## config.mk

```make
export PLATFORM = sky130hd
export DESIGN_NAME = contention_gen
export DESIGN_NICKNAME = d
export VERILOG_FILES = /design/src/rtl/contention_gen_pkg.sv /design/src/rtl/contention_gen_video_counters.sv /design/src/rtl/contention_gen.sv
export SDC_FILE = /design/constraint.sdc
export NUM_CORES = 1
export LEC_CHECK = 0
export CORE_AREA = 3 3 43 65
export CTS_CLUSTER_SIZE = 10
export DETAILED_ROUTE_END_ITERATION = 10
export DIE_AREA = 0 0 46 68
export DONT_BUFFER_PORTS = 1
export GPL_TIMING_DRIVEN = 0
export PLACE_DENSITY = 0.71
export SKIP_LAST_GASP = 1
export SLEW_MARGIN = 25
export SYNTH_ARGS = -nofsm -noshare
export SYNTH_HDL_FRONTEND = slang
export SYNTH_SLANG_ARGS = --single-unit
```

## constraint.sdc

```tcl
create_clock -name clk -period 1.5 [get_ports clk]
set_input_delay 0.225 -clock clk [delete_from_list [all_inputs] [get_ports clk]]
set_output_delay 0.225 -clock clk [all_outputs]
set_load 0.02 [all_outputs]
```

## src/rtl/contention_gen_pkg.sv

```systemverilog
// Shared frame-timing constants for the 48K/128K video and contention logic.
package contention_gen_pkg;

    // Beam counters are 9 bits wide; every frame-timing total must fit.
    localparam int CNT_W = 9;

    // Default 48K/128K raster: 448 pixel clocks per line, 312 lines per frame.
    localparam int DEF_H_TOTAL = 448;
    localparam int DEF_V_TOTAL = 312;

    // Paper (bitmap) area and the ULA fetch rhythm that causes contention.
    localparam int PAPER_WIDTH  = 256;
    localparam int PAPER_LINES  = 192;
    localparam int CONT_PERIOD  = 16;
    localparam int CONT_PHASES  = 12;
    localparam int CONT_PHASE_W = $clog2(CONT_PERIOD);

    // Default placement of the contended window and of the frame interrupt.
    localparam int DEF_CONT_HSTART = 0;
    localparam int DEF_INT_LINE    = 248;
    localparam int DEF_INT_HSTART  = 0;
    localparam int DEF_INT_LEN     = 64;

    // True when the CPU page selected by A15:A14 shares the bus with the ULA:
    // page 1 (4000-7FFF) always, page 3 (C000-FFFF) only for odd 128K banks.
    function automatic logic addr_contended(input logic [1:0] page,
                                            input logic       bank_contended);
        return (page == 2'b01) || ((page == 2'b11) && bank_contended);
    endfunction

endpackage

```

## src/rtl/contention_gen_video_counters.sv

```systemverilog
// Horizontal/vertical beam position counters shared by the contention stage
// and the pixel fetch logic.
module video_counters
    import contention_gen_pkg::*;
#(
    parameter int H_TOTAL = DEF_H_TOTAL,
    parameter int V_TOTAL = DEF_V_TOTAL
) (
    input  logic             clk_i,
    input  logic             rst_i,
    input  logic             en_i,
    output logic [CNT_W-1:0] hc_o,
    output logic [CNT_W-1:0] vc_o
);

    // A total beyond 511 cannot be represented by the 9-bit counters.
    if ((H_TOTAL > 511) || (V_TOTAL > 511) || (H_TOTAL < 1) || (V_TOTAL < 1)) begin : g_bad_total
        $error("video_counters: H_TOTAL/V_TOTAL must be in 1..511");
    end

    localparam logic [CNT_W-1:0] H_LAST = CNT_W'(H_TOTAL - 1);
    localparam logic [CNT_W-1:0] V_LAST = CNT_W'(V_TOTAL - 1);

    logic [CNT_W-1:0] hc_q, hc_d;
    logic [CNT_W-1:0] vc_q, vc_d;

    // Next beam position: hc wraps at end of line and carries into vc.
    always_comb begin
        hc_d = hc_q;
        vc_d = vc_q;
        if (en_i) begin
            if (hc_q == H_LAST) begin
                hc_d = '0;
                vc_d = (vc_q == V_LAST) ? '0 : vc_q + CNT_W'(1);
            end else begin
                hc_d = hc_q + CNT_W'(1);
            end
        end
    end

    // Beam position registers, cleared to the top-left of the frame.
    always_ff @(posedge clk_i or posedge rst_i) begin
        if (rst_i) begin
            hc_q <= '0;
            vc_q <= '0;
        end else begin
            hc_q <= hc_d;
            vc_q <= vc_d;
        end
    end

    assign hc_o = hc_q;
    assign vc_o = vc_q;

endmodule

```

## src/rtl/contention_gen.sv

```systemverilog
// Frame timing and ULA contention: derives the CPU stall request and the
// Z80 frame interrupt from the beam position so both stay locked to video.
module contention_gen
    import contention_gen_pkg::*;
#(
    parameter int H_TOTAL     = DEF_H_TOTAL,
    parameter int V_TOTAL     = DEF_V_TOTAL,
    parameter int CONT_HSTART = DEF_CONT_HSTART,
    parameter int INT_LINE    = DEF_INT_LINE,
    parameter int INT_HSTART  = DEF_INT_HSTART,
    parameter int INT_LEN     = DEF_INT_LEN
) (
    input  logic             clk,
    input  logic             rst,
    input  logic             clk7en,
    input  logic             clk35en,
    input  logic             cont_enable,
    input  logic [15:0]      cpu_addr,
    input  logic             mreq_n,
    input  logic             iorq_n,
    input  logic             bank_contended,
    output logic [CNT_W-1:0] hc,
    output logic [CNT_W-1:0] vc,
    output logic             CPUContention,
    output logic             int_n
);

    logic [CNT_W-1:0] hc_w;
    logic [CNT_W-1:0] vc_w;

    video_counters #(
        .H_TOTAL(H_TOTAL),
        .V_TOTAL(V_TOTAL)
    ) u_counters (
        .clk_i(clk),
        .rst_i(rst),
        .en_i (clk7en),
        .hc_o (hc_w),
        .vc_o (vc_w)
    );

    assign hc = hc_w;
    assign vc = vc_w;

    // Only the page bits and A0 (ULA port select) take part in the decode.
    logic unused_addr_bits;
    assign unused_addr_bits = ^cpu_addr[13:1];

    // Beam position relative to the start of the contended window; the
    // modular subtraction lets the window straddle the hc wrap point.
    logic [CNT_W-1:0]        cont_rel;
    logic [CONT_PHASE_W-1:0] phase;
    logic                    in_window;
    logic                    phase_contended;

    // Beam position relative to the start of the interrupt pulse.
    logic [CNT_W-1:0] int_rel;
    logic             in_int;

    // CPU requests that would collide with a ULA fetch.
    logic mem_rq;
    logic io_rq;

    // IORQ sampled at the CPU rate and held between CPU enables.
    logic ioq_s_q, ioq_s_d;

    logic cont_q, cont_d;
    logic int_n_q, int_n_d;

    // Window, phase and interrupt-range decode from the current beam position.
    always_comb begin
        cont_rel        = hc_w - CNT_W'(CONT_HSTART);
        phase           = cont_rel[CONT_PHASE_W-1:0];
        in_window       = (int'(vc_w) < PAPER_LINES) && (int'(cont_rel) < PAPER_WIDTH);
        phase_contended = int'(phase) < CONT_PHASES;
        int_rel         = hc_w - CNT_W'(INT_HSTART);
        in_int          = (vc_w == CNT_W'(INT_LINE)) && (int'(int_rel) < INT_LEN);
    end

    // Request decode: a contended address during the T1 address phase, or an
    // even (ULA) port with IORQ seen at the last CPU sampling instant.
    always_comb begin
        mem_rq = addr_contended(cpu_addr[15:14], bank_contended) && mreq_n;
        io_rq  = ioq_s_q && !cpu_addr[0];
    end

    // Next-state for the IORQ sampler and both registered outputs; everything
    // except the sampler holds while the pixel enable is low.
    always_comb begin
        ioq_s_d = ioq_s_q;
        cont_d  = cont_q;
        int_n_d = int_n_q;
        if (clk35en) begin
            ioq_s_d = !iorq_n;
        end
        if (clk7en) begin
            cont_d  = cont_enable && in_window && phase_contended && (mem_rq || io_rq);
            int_n_d = !in_int;
        end
    end

    // Output and sampler registers; reset cancels any pending interrupt.
    always_ff @(posedge clk or posedge rst) begin
        if (rst) begin
            ioq_s_q <= 1'b0;
            cont_q  <= 1'b0;
            int_n_q <= 1'b1;
        end else begin
            ioq_s_q <= ioq_s_d;
            cont_q  <= cont_d;
            int_n_q <= int_n_d;
        end
    end

    assign CPUContention = cont_q;
    assign int_n         = int_n_q;

endmodule

```

==> results of run 1 <==
sequential cells by signal, indices dropped and copies added (netlist names):
| signal | flops |
|---|---|
| CPUContention | 1 |
| ioq_s_q | 1 |
| int_n | 1 |
| u_counters.vc_o | 9 |
| u_counters.hc_o | 9 |
final cells by class:
cell class                 instances  area share, %
clock buffer                       4           1.77
multi-input combinational         74           45.3
timing repair buffer              17           10.3
buffer                             3           2.52
tap                               23           1.93
sequential                        21           36.3
inverter                           7           1.77
layer usage:
layer | global-route usage (%) | wire length, um | vias up
met5 | 0 | 0 | -
met4 | 7.47 | 57 | 0
met3 | 3.95 | 209 | 9
met2 | 34.7 | 1610 | 49
met1 | 19.6 | 1020 | 445
li1 | - | - | 415
worst max-delay path, cell delays in order, from the launching register on:
cell      delay, ps
dfrtp_2         510
buf_8           160
nand4b_1        240
buf_4           220
nor4_4          300
xor2_1          160
per-stage QoR:
stage	hold WS [ps]	cells	utilization [%]	setup WS, ps	TNS (ps)
global placement	292	128	51.4	-214	-1380
detailed placement	306	128	51.4	-226	-1470
CTS	103	146	61.7	-146	-1200
global route	103	149	65.8	-212	-1760
floorplan	201	105	-	-22.9	-45.0
finish	111	149	65.8	-168	-1030
power groups by stage:
| stage | Combinational, mW | Clock, mW | Sequential (mW) |
|---|---|---|---|
| floorplan | 0.232 | 0 | 0.866 |
| global placement | 0.267 | 0 | 0.891 |
| detailed placement | 0.275 | 0 | 0.896 |
| CTS | 0.347 | 0.283 | 0.893 |
| global route | 0.414 | 0.305 | 0.925 |
| finish | 0.376 | 0.279 | 0.911 |
cells by family after synthesis:
kind of cell / share of synthesized area [%]
and+or+nand+nor: 25.6
AOI/OAI and AO/OA: 5.72
adders and majority gates: 3.37
DFF: 47.3
buffers and inverters: 4.71
xor gates and xnor gates: 9.43
muxes: 3.93
layout by cell type (no fill, tap or decap), types with 2 or more instances in the layout:
cell type / synthesis / final
dfrtp_2: 0 / 11
dfrtp_1: 20 / 9
xnor2_1: 9 / 9
nor2_1: 10 / 9
buf_4: 0 / 9
buf_6: 2 / 7
nand3_1: 7 / 7
inv_1: 7 / 7
nor4_4: 0 / 5
nand2_1: 6 / 3
xor2_1: 3 / 3
nand4_1: 3 / 3
clkbuf_4: 0 / 3
dlygate4sd3_1: 0 / 3
nand4_4: 1 / 2
a21oi_1: 2 / 2
o21ai_1: 1 / 2
nand2_2: 0 / 2
nand4b_1: 2 / 2
o21ai_0: 3 / 2
mux2_2: 3 / 2
ha_4: 0 / 2
how the worst min path moves through the flow:
stage | start | endpoint | slack [ps]
global route | clk7en | int_n | 100
global placement | rst | u_counters.hc_o[3] | 290
detailed placement | rst | u_counters.hc_o[3] | 310
finish | clk7en | int_n | 110
CTS | clk7en | int_n | 100
floorplan | rst | CPUContention | 200
what timing repair did:
action / in CTS / in global routing
endpoints found under the setup margin: 11 / 16
pin swaps: 10 / 13
hold buffers: 3 / 0
hold endpoints to repair: 21 / 0
buffers inserted: 11 / 4
resized for setup: 23 / 16
==> qor.csv, run 1 <==
stage;metric;value;unit
finish;final_nets;154;
pwr;switching_share;38.1;%
global_route;grt_pass1_vias;938;
clock_tree;insertion_delay;310;ps
synth;yosysTopAreaCell;dfrtp_1;
finish;syn_to_final_growth;33.4;%
routing;wl_per_cell;19.5;um
finish;n_antenna_cell;0;
sta;timing.final.ws_setup;-168;ps
critical_path;path_class;flop to flop;
routing;first_pass_iters;4;
synth;synth_area;1110;um^2
pwr;p_int;0.970;mW
routing;ant_nets;0;
global_route;grt-ovfl-total;0;
sta;fin_crit_sh;111;%
pwr;total_power;1.57;mW
critical_path;crit_arrival;1900;ps
synth;syn_nets;132;
run;drv_cap;0;
sta;maxSlewViolCount;0;
routing;vias;918;
clock_tree;htreeDepth;1;
sta;finalHoldViolCount;0;
synth;synth_most_common_cell;dfrtp_1;
outcome;failed_checks;negative setup slack;
routing;drc;0;
pwr;p_comb_share;24.0;%
critical_path;end_kind;flop;
finish;design_area;1490;um^2
synth;ys.flop_type;dfrtp_1;
finish;drive_gt1_share;42.1;%
placed_design;dp_hpwl;1.65;mm
clock_tree;cts_tree;built;
pwr;clkPwrFrac;17.8;%
sta;setup_viol;11;
critical_path;critPathCapture;u_counters.vc_o[6];
synth;ys_warn_count;0;
clock_tree;numCtsBuffers;3;
synth;ys_ff_latch;21;
sta;fin_crit;1670;ps
floorplanning;rows;21;
floorplanning;ios;44;
synth;synth.distinct_cells;35;
sta;slew_headroom;46.3;%
sta;max_freq;0.599;GHz
placed_design;io_buffers;0;
synth;async_flop_share;100;%
critical_path;cp_data_required_time;1730;ps
pwr;leakage;0.629;nW
floorplanning;die_w;46;um
worst_hold_path;hold_depth;2;
floorplanning;dieHeight;68;um
critical_path;r2r_start;u_counters.hc_o[6];
critical_path;reg2reg_depth;5;
sta;tightest_slew;804;ps
global_route;grt_antenna_before_repair;0;
critical_path;critPathLaunch;u_counters.hc_o[6];
synth;yosys-top-cells-area;dfrtp_1 (45%), xnor2_1 (7.1%), ha_1 (3.4%);
sta;rsz0062_at_grt;true;
clock_tree;cts-root-buf;clkbuf_4;
finish;num-fill-cells;158;
critical_path;start_kind;flop;
placed_design;placed_area;1160;um^2
synth;yosysTopAreaCellShare;44.9;%
global_route;grt_use_total;18.8;%
clock_tree;cts_sinks;21;
pwr;ir_worst_vdd;603;uV
clock_tree;clkTransAtPathRegs;130;ps
pwr;seqPwrFrac;58.2;%
synth;synth_enable_flop_cells;0;
worst_hold_path;hold_class;input pin to flop;
synth;postSynthCellCount;105;
pwr;power.density;1050;nW/um^2
routing;wl;2.90;mm
synth;synth_common_cells;dfrtp_1 (20), nor2_1 (10), xnor2_1 (9);
pwr;switchingPower;0.596;mW
synth;syn_avg_cell_area;10.6;um^2
critical_path;regToRegSetupSlack;-170;ps
global_route;grt_first_pass_wirelength;4.26;mm
floorplanning;die_area;3130;um^2
finish;seqCellArea;541;um^2
critical_path;r2r-end;u_counters.vc_o[6];
routing;via_per_inst;6.16;
sta;fin_skew;13.5;ps
synth;ys_seq_area_share;47.3;%
global_route;grt_max_degree;22;
placed_design;place.gp.congestion;0.868;
floorplanning;start_util;49.3;%
finish;multiInputGateArea;674;um^2
clock_tree;clockBufferDepth;2;
outcome;outcome;finished, violations left;
routing;drtIter0Drc;49;
floorplanning;core;2260;um^2
critical_path;cp_max_fo;4;
Power figures use the tool's default switching activity.
==> run 2, diff against run 1 <==
--- a/config.mk
+++ b/config.mk
@@ -5,13 +5,14 @@
 export SDC_FILE = /design/constraint.sdc
 export NUM_CORES = 1
 export LEC_CHECK = 0
-export CORE_AREA = 3 3 43 65
+export CORE_AREA = 3 3 48 71
+export CTS_BUF_LIST = sky130_fd_sc_hd__clkbuf_4
 export CTS_CLUSTER_SIZE = 10
 export DETAILED_ROUTE_END_ITERATION = 10
-export DIE_AREA = 0 0 46 68
-export DONT_BUFFER_PORTS = 1
+export DIE_AREA = 0 0 51 74
 export GPL_TIMING_DRIVEN = 0
-export PLACE_DENSITY = 0.71
+export PLACE_DENSITY = 0.81
+export SETUP_SLACK_MARGIN = 0.05
 export SKIP_LAST_GASP = 1
 export SLEW_MARGIN = 25
 export SYNTH_ARGS = -nofsm -noshare
==> qor.csv, run 2 (synthesized netlist as in run 1, its figures left out) <==
stage;metric;value;unit;change
routing;drc;0;;unchanged
floorplanning;rows;24;;+14%
placed_design;dp_slack;-150;ps;+75.3 ps
outcome;failed_checks;negative setup slack;;
sta;slew_headroom;47.4;%;+1.1 points
sta;fin_skew;16.0;ps;+2.53 ps
routing;wl;3.41;mm;+18%
pwr;total_power;1.71;mW;+9.3%
sta;tightest_slew;789;ps;-16.0 ps
pwr;power.density;970;nW/um^2;-7.8%
critical_path;end_kind;flop;;
critical_path;path_class;flop to flop;;
placed_design;place.gp.congestion;0.825;;-5.0%
clock_tree;htreeDepth;1;;unchanged
finish;n_antenna_cell;0;;unchanged
placed_design;io_buffers;29;;+29
pwr;leakage;0.816;nW;+30%
clock_tree;ctsHoldBuffers;0;;-3
sta;setup_viol;7;;-4
global_route;grt-ovfl-total;0;;unchanged
floorplanning;dieHeight;74;um;+8.8%
clock_tree;clkTransAtPathRegs;130;ps;about the same
critical_path;start_kind;flop;;
global_route;grt_use_total;16.5;%;-2.3 points
global_route;grt_pass1_vias;1015;;+8.2%
floorplanning;core;2910;um^2;+29%
floorplanning;ios;44;;unchanged
routing;ant_nets;0;;unchanged
global_route;grt_max_degree;22;;unchanged
sta;max_freq;0.629;GHz;+4.9%
finish;final_core_util;60.6;%;-5.3 points
clock_tree;numCtsBuffers;3;;unchanged
finish;layout_common_cells;buf_4 (23), dlygate4sd2_1 (16), dfrtp_1 (10), dfrtp_2 (10);;
finish;syn_to_final_growth;58.2;%;
worst_hold_path;hold_class;input pin to flop;;
sta;maxSlewViolCount;0;;unchanged
placed_design;dp.cells;173;;+35%
finish;drive_gt1_share;39.0;%;-3.0 points
sta;timing.final.ws_setup;-90.9;ps;+77.4 ps
floorplanning;die_area;3770;um^2;+21%
finish;layout_commonest_cell;buf_4;;
floorplanning;start_util;38.3;%;-11 points
sta;rsz0062_at_grt;true;;
critical_path;cp_data_required_time;1700;ps;-30 ps
clock_tree;clockBufferDepth;2;;unchanged
sta;timing.hold.ws;73.0;ps;-38.1 ps
outcome;outcome;finished, violations left;;
routing;vias;1085;;+18%
routing;via_per_inst;5.34;;-13%
critical_path;crit_arrival;1790;ps;-110 ps
run;drv_cap;0;;unchanged
sta;fin_crit_sh;106;%;-5.2 points
sta;finalHoldViolCount;0;;unchanged
finish;final_nets;192;;+25%
global_route;grt_antenna_before_repair;0;;unchanged
pwr;ir_worst_vdd;702;uV;+16%
critical_path;cp_max_fo;7;;+3
floorplanning;die_w;51;um;+11%
routing;first_pass_iters;4;;unchanged
placed_design;dp_hpwl;2.00;mm;+21%
clock_tree;cts-root-buf;clkbuf_4;;
finish;num-fill-cells;249;;+58%
clock_tree;cts_tree;built;;
clock_tree;insertion_delay;320;ps;about the same
finish;instances_no_fill;203;;+36%
routing;wl_per_cell;16.8;um;-14%
routing;drtIter0Drc;55;;+12%
global_route;grt_first_pass_wirelength;4.77;mm;+12%
sta;fin_crit;1590;ps;-77.4 ps
clock_tree;cts_sinks;21;;unchanged
==> run 2: cell types whose count changed in the layout (fill, tap and decap cells not counted), sizes merged <==
| cell | before | now |
|---|---|---|
| clkinv | 0 | 1 |
| dlygate4sd2 | 0 | 16 |
| clkdlybuf4s15 | 0 | 1 |
| clkbuf | 4 | 6 |
| dlygate4sd3 | 3 | 0 |
| clkdlybuf4s50 | 0 | 9 |
| buf | 17 | 29 |
==> run 2: what timing repair did <==
action	4_1_cts	5_1_grt
setup buffers	9	17
resized for setup	28	27
setup endpoints to repair	27	20
pin swaps	8	12
==> run 2: layout make-up <==
cell class	count	area, um^2	area share (%)
multi-input combinational	74	627	35.5
sequential	21	539	30.6
inverter	7	26.3	1.49
timing repair buffer	55	462	26.2
tap	39	48.8	2.77
buffer	3	33.8	1.91
clock inverter	1	5.00	0.284
clock buffer	3	22.5	1.28
==> run 2: worst paths after layout <==
check	cells after the start	end	from	slack [ps]
min in group asynchronous	2	u_counters.hc_o[0]	rst	350
hold / removal	2	int_n	clk7en	70
hold reg to reg	2	int_n	int_n	500
setup / recovery	5	u_counters.vc_o[7]	u_counters.hc_o[6]	-90
max in group asynchronous	2	u_counters.vc_o[7]	rst	600
setup reg to reg	5	u_counters.vc_o[7]	u_counters.hc_o[6]	-90
==> run 2: worst max-delay path, stage by stage, from the launching register on <==
cell and delay [ps]:
dfrtp_1 420, buf_6 140, nand4b_1 270, nor4_4 380
nand3_1 130, xnor2_1 140
==> run 2: metrics by stage <==
| step | setup TNS (ps) | cell area (um^2) |
|---|---|---|
| 6_report | -306 | 1760 |
| 5_1_grt | -693 | 1760 |
| 4_1_cts | -343 | 1580 |
| 3_5_place_dp | -334 | 1470 |
| 3_3_place_gp | -107 | 1470 |
| 2_1_floorplan | -45.0 | 1130 |
==> run 2: metal layers <==
| metal | global-route usage (%) | part of all wire (%) |
|---|---|---|
| met1 | 19.3 | 39 |
| met2 | 29.8 | 54 |
| met3 | 3.01 | 5.5 |
| met4 | 5.69 | 1.6 |
| met5 | 0 | 0 |
==> run 2: where the power goes <==
| part | internal (mW) | switching (mW) | leakage (nW) | total (mW) |
|---|---|---|---|---|
| Combinational | 0.317 | 0.339 | 0.547 | 0.656 |
| Sequential | 0.661 | 0.114 | 0.251 | 0.775 |
| Clock | 0.0998 | 0.181 | 0.0177 | 0.281 |
| Total | 1.08 | 0.634 | 0.816 | 1.71 |
